## src/rtl/ps2_key_decoder.sv

```systemverilog
// PS/2 keyboard receiver: conditions the raw lines, frames bytes, and turns make/break
// scan-code sequences into held-key events with typematic repeats filtered.
module ps2_key_decoder #(
   parameter int SYNC_STAGES     = 2,
   parameter int FILTER_LEN      = 4,
   parameter int TIMEOUT_CYCLES  = 50000,
   parameter bit SUPPRESS_REPEAT = 1'b1
) (
   input  logic       clk,
   input  logic       reset,
   input  logic       ps2_clk,
   input  logic       ps2_data,
   output logic [7:0] code,
   output logic       pressed,
   output logic       extended,
   output logic       key_valid,
   output logic       frame_err,
   output logic       any_held
);

   localparam int FW = $clog2(FILTER_LEN + 1);
   localparam int TW = $clog2(TIMEOUT_CYCLES + 1);

   typedef enum logic [1:0] {IDLE, DATA, PARITY, STOP} state_t;

   logic [SYNC_STAGES-1:0] clk_sync, data_sync;
   logic                   clk_s, data_s;
   logic                   filt_clk;
   logic [FW-1:0]          filt_cnt;
   logic                   sample_edge;

   state_t       state, state_n;
   logic [7:0]   shift, shift_n;
   logic [2:0]   bit_cnt, bit_cnt_n;
   logic         par_ok, par_ok_n;
   logic [TW-1:0] to_cnt;
   logic         timeout, rx_done, rx_bad;
   logic         rx_valid;
   logic [7:0]   rx_byte;

   logic [511:0] held, held_n;
   logic         ext_f, brk_f, ext_n, brk_n;
   logic         ev, ev_pressed;
   logic [8:0]   key;

   // Idle PS/2 lines are high, so the synchronisers reset to 1 to avoid a false start edge.
   always_ff @(posedge clk or posedge reset) begin
      if (reset) begin
         clk_sync  <= '1;
         data_sync <= '1;
      end else begin
         clk_sync  <= {clk_sync[SYNC_STAGES-2:0], ps2_clk};
         data_sync <= {data_sync[SYNC_STAGES-2:0], ps2_data};
      end
   end

   assign clk_s  = clk_sync[SYNC_STAGES-1];
   assign data_s = data_sync[SYNC_STAGES-1];

   always_ff @(posedge clk or posedge reset) begin
      if (reset) begin
         filt_clk <= 1'b1;
         filt_cnt <= '0;
      end else if (clk_s == filt_clk) begin
         filt_cnt <= '0;
      end else if (filt_cnt == FW'(FILTER_LEN - 1)) begin
         filt_clk <= clk_s;
         filt_cnt <= '0;
      end else begin
         filt_cnt <= filt_cnt + FW'(1);
      end
   end

   assign sample_edge = filt_clk && !clk_s && (filt_cnt == FW'(FILTER_LEN - 1));
   assign timeout     = (state != IDLE) && !sample_edge && (to_cnt == TW'(TIMEOUT_CYCLES - 1));

   always_comb begin
      // NOTE: every output of this block gets a default first so no path can infer a latch.
      state_n   = state;
      shift_n   = shift;
      bit_cnt_n = bit_cnt;
      par_ok_n  = par_ok;
      rx_done   = 1'b0;
      rx_bad    = 1'b0;
      if (timeout) begin
         state_n = IDLE;
      end else if (sample_edge) begin
         case (state)
            IDLE: begin
               if (!data_s) begin
                  state_n   = DATA;
                  bit_cnt_n = '0;
               end
            end
            DATA: begin
               shift_n   = {data_s, shift[7:1]};
               bit_cnt_n = bit_cnt + 3'd1;
               if (bit_cnt == 3'd7) state_n = PARITY;
            end
            PARITY: begin
               par_ok_n = ^{shift, data_s};
               state_n  = STOP;
            end
            default: begin
               state_n = IDLE;
               if (par_ok && data_s) rx_done = 1'b1;
               else                  rx_bad  = 1'b1;
            end
         endcase
      end
   end

   // NOTE: sequential state uses non-blocking assignments only, so every register sees pre-edge values.
   always_ff @(posedge clk or posedge reset) begin
      if (reset) begin
         state     <= IDLE;
         shift     <= '0;
         bit_cnt   <= '0;
         par_ok    <= 1'b0;
         to_cnt    <= '0;
         rx_valid  <= 1'b0;
         rx_byte   <= '0;
         frame_err <= 1'b0;
      end else begin
         state     <= state_n;
         shift     <= shift_n;
         bit_cnt   <= bit_cnt_n;
         par_ok    <= par_ok_n;
         to_cnt    <= (state == IDLE || sample_edge) ? '0 : to_cnt + TW'(1);
         rx_valid  <= rx_done;
         frame_err <= rx_bad | timeout;
         if (rx_done) rx_byte <= shift;
      end
   end

   always_comb begin
      held_n     = held;
      ext_n      = ext_f;
      brk_n      = brk_f;
      ev         = 1'b0;
      ev_pressed = 1'b0;
      key        = {ext_f, rx_byte};
      if (frame_err) begin
         ext_n = 1'b0;
         brk_n = 1'b0;
      end else if (rx_valid) begin
         case (rx_byte)
            8'hE0: ext_n = 1'b1;
            8'hF0: brk_n = 1'b1;
            8'hAA, 8'hFA, 8'hEE, 8'hFE, 8'hFC, 8'h00, 8'hFF, 8'hE1: begin
               ext_n = 1'b0;
               brk_n = 1'b0;
            end
            default: begin
               ext_n = 1'b0;
               brk_n = 1'b0;
               if (brk_f) begin
                  held_n[key] = 1'b0;
                  ev          = 1'b1;
               end else if (!(SUPPRESS_REPEAT && held[key])) begin
                  held_n[key] = 1'b1;
                  ev          = 1'b1;
                  ev_pressed  = 1'b1;
               end
            end
         endcase
      end
   end

   // NOTE: the held map is plain flops, not RAM, so it clears on the async reset like any other state.
   always_ff @(posedge clk or posedge reset) begin
      if (reset) begin
         held      <= '0;
         ext_f     <= 1'b0;
         brk_f     <= 1'b0;
         key_valid <= 1'b0;
         code      <= '0;
         pressed   <= 1'b0;
         extended  <= 1'b0;
         any_held  <= 1'b0;
      end else begin
         held      <= held_n;
         ext_f     <= ext_n;
         brk_f     <= brk_n;
         key_valid <= ev;
         if (ev) begin
            code     <= rx_byte;
            pressed  <= ev_pressed;
            extended <= ext_f;
            any_held <= |held_n;
         end
      end
   end

endmodule

```

## config.mk

```make
export PLATFORM = sky130hd
export DESIGN_NAME = ps2_key_decoder
export DESIGN_NICKNAME = d
export VERILOG_FILES = /design/src/rtl/ps2_key_decoder.sv
export SDC_FILE = /design/constraint.sdc
export NUM_CORES = 2
export LEC_CHECK = 0
export CORE_MARGIN = 3
export CORE_UTILIZATION = 60
export DETAILED_ROUTE_END_ITERATION = 8
export PLACE_DENSITY = 0.77
export SYNTH_ARGS = -nofsm -noshare
export SYNTH_HDL_FRONTEND = slang
export SYNTH_SLANG_ARGS = --single-unit
export TNS_END_PERCENT = 30
```

## constraint.sdc

```tcl
create_clock -name clk -period 30.9 [get_ports clk]
set_clock_uncertainty 0.15 [all_clocks]
set_input_delay 7.725 -clock clk [delete_from_list [all_inputs] [get_ports clk]]
set_output_delay 7.725 -clock clk [all_outputs]
set_load 0.02 [all_outputs]
```

==> out/metrics.yaml <==
floorplanning:
  die_w_um: 230
  core_area_mm2: 0.0492
  std_cell_rows: 81
  num_io_pins: 17
  start_util_pct: 61.1
  die_h_um: 230
  dieArea_mm2: 0.0528
global_routing:
  overflow: 0
  grt_pass1_wl_um: 197000
  grt_max_degree: 193
  antenna_found_initial: 13
  grt.total_usage_pct: 51.9
  first_global_vias: 27800
sta:
  finalCritPeriodShare_pct: 33.7
  hold_violations: 0
  setup_viol: 0
  max_freq_mhz: 96.1
  relSlewSlack_pct: 4.01
  grt_setup_unrepaired: "no"
  tightest_slew_ns: 1.43
  slew_viol_final: 0
  setup_tns_ns: 0
  period_needed_ns: 10.40
routing:
  detail-route-antenna-nets: 0
  dr_total_vias: 29200
  drc: 0
  dr.pass1.iters: 8
  routed_wl_um: 139000
  viasPerCell: 8.28
  wl_per_cell_um: 39.4
  drtIter0Drc: 5588
worst_setup_path:
  crit_required_ns: 31.37
  cp.arrival_ns: 10.88
  startpoint_type: "input pin"
  cp-end-kind: "async pin"
  path_class: "in2async"
  cp_max_fo: 133
  ff2ff_setup_slack_ns: 22.32
power:
  pwr-share-comb_pct: 2.1
  ir_worst_vdd_mv: 0.0427
  p_leak_uw: 0.0140
  finalPower_uw: 1560
  switching_share_pct: 22.6
  p_int_uw: 1210
  power_frac_seq_pct: 48.7
  power_density_mw_per_mm2: 47.8
  p_switching_uw: 353
  pwr-share-clk_pct: 49.3
clock_tree:
  clock_latency_ns: 0.67
  clock_sinks: 574
  clk_pin_slew_ns: 0.06
  ctsResizeCount: 0
  clockBufferDepth: 3
  cts-root-buf: "clkbuf_16"
  cts_buffers: 61
  cts-hold-fix-buffers: 0
  htree_levels: 2
  cts_setup_buffers: 0
  cts_tree: "yes"
finish:
  postLayoutCellArea_mm2: 0.0327
  syn_to_final_growth_pct: 8.78
  drive_above_1_share_pct: 14.3
  nets: 2822
  post-route-util_pct: 66.5
placement:
  portBuffers: 16
  dpl_cell_area_mm2: 0.0306
  place_congestion: 1.06
  dp_hpwl_um: 88700
synthesis:
  synth-seq-cells: 574
  yosys.cell_types.count: 86
  syn_inst: 2955
  syn_avg_cell_area_um2: 10.2
  synthArstFlopShare_pct: 100
  ys_warn_count: 0
  synthesis.area_mm2: 0.0300
  mappedNetlistNets: 2969
  synthFlopType: "dfrtp_1"
  seq_area_frac_synth_pct: 47.9
  synth_edf_count: 0
worst_hold_path:
  hold_class: "reg2reg"
run:
  cap_violations: 0
status:
  status: "finished clean"
[logic make-up after synthesis]
| logic type | synth area share (%) |
|---|---|
| AO/OA/AOI/OAI | 22.6 |
| adder cells (fa/ha/maj) | 0.417 |
| flip-flops | 47.9 |
| AND/OR/NAND/NOR | 12.0 |
| buffers and inverters | 5.42 |
| multiplexers | 11.1 |
| XOR/XNOR | 0.642 |
[metal layers]
layer | up-vias | share of wire (%) | GRT usage, %
met3 | 856 | 19 | 26.8
met5 | - | 0.068 | 1.56
met4 | 12 | 9.3 | 34.5
met2 | 3109 | 38 | 68.7
li1 | 11200 | - | -
met1 | 14100 | 33 | 66.0
[worst paths after layout]
path,start,end,cells past startpoint
max in group clk,frame_err,frame_err,1
min,data_sync[0],data_sync[1],0
max reg2reg,rx_byte[0],any_held,17
min reg2reg,data_sync[0],data_sync[1],0
min in group asynchronous,reset,to_cnt[2],2
max,reset,held[356],4
[layout by cell type, fill, tap and decap left out, types with 8 or more instances in the layout]
cell             instances
a21oi_1                453
a22oi_1                 53
a31oi_1                208
a41oi_1                155
and2_1                  18
and3_1                   8
buf_4                  105
clkbuf_1                 8
clkbuf_16               61
clkbuf_8                11
clkdlybuf4s50_1         16
clkinv_2                16
dfrtp_1                566
diode_2                  9
ha_1                    10
inv_1                   21
mux2_2                  15
mux2i_1                 83
mux4_2                 103
nand2_1                116
nand2b_1                12
nand3_1                 46
nand4_1                 66
nor2_1                 179
nor2_2                  19
nor2b_1                  9
nor3_1                  32
nor3_2                  17
nor4_1                  76
o21ai_0                125
o22ai_1                 25
or3_1                   11
or4_1                   46
xnor2_1                 13
xor2_1                   9
[synth_stat cells (5+ instances only)]
cell      instances  area share (%)
mux4_2          103             7.7
or2_2             6            0.13
and2_1           18            0.38
buf_4             8            0.20
buf_1            26            0.32
nor3_1           49            0.82
buf_12            8            0.53
clkbuf_1        243             3.0
o21ai_0         125             2.1
o22ai_1          25            0.52
nor4_1           76             1.6
nand4_1          66             1.4
a41oi_1         155             4.5
buf_6             7            0.26
dfrtp_1         569              47
a21oi_1         453             7.5
nand2_1         116             1.5
mux2_2           15            0.56
a221oi_1          5            0.15
or4_1            46             1.1
ha_1             10            0.42
and3_1            8            0.17
a41o_1            5            0.17
inv_1            22            0.28
o21a_1            7            0.17
a22oi_1          53             1.3
mux2i_1          83             2.8
nor2_1          204             2.5
a22o_1            6            0.17
dfstp_2           5            0.44
a31oi_1         208             4.3
xor2_1            9            0.26
nand3_1          46            0.77
or3_1            11            0.23
xnor2_1          13            0.38
nand2b_1         12            0.25
nor2b_1          13            0.27
buf_2            39            0.65
[critical path: stages]
cell             delay [ns]
clkdlybuf4s50_1        0.50
inv_8                  0.64
buf_4                  0.93
buf_4                  0.90
[final cells by class]
type,instances,area (um2)
multi-input cells,2023,14300
flip-flops and latches,574,14400
clock inverters,29,339
clock buffers,80,1710
well taps,664,831
fillers,3855,16500
inverters,24,97.6
repair buffers,124,1010
diodes,9,22.5
[flip-flops by register name (all words and copies together), names as in the netlist]
| name | cells |
|---|---|
| extended | 1 |
| frame_err | 1 |
| held | 512 |
| code | 8 |
| data_sync | 2 |
| ext_f | 1 |
| to_cnt | 16 |
| bit_cnt | 3 |
| filt_clk | 1 |
| clk_sync | 2 |
| any_held | 1 |
| pressed | 1 |
| state | 2 |
| brk_f | 1 |
| par_ok | 1 |
| rx_byte | 8 |
| rx_valid | 1 |
| filt_cnt | 3 |
| shift | 8 |
| key_valid | 1 |
[metrics by stage]
step | worst slack (ns) | hold WS, ns | instances
6_report | 20.50 | 0.209 | 3527
5_1_grt | 20.15 | 0.217 | 3519
3_5_place_dp | 19.81 | 0.201 | 3409
4_1_cts | 20.46 | 0.210 | 3518
3_3_place_gp | 19.84 | 0.197 | 3409
2_1_floorplan | 6.98 | 0.195 | 2955
[power groups by stage]
stage          sequential (uW)  clock, uW  combinational, uW
2_1_floorplan              773          0               23.7
3_3_place_gp               773          0               31.5
3_5_place_dp               773          0               33.3
4_1_cts                    759        763               33.4
5_1_grt                    759        797               37.4
6_report                   759        769               32.5
(Power assumes the default switching activity.)
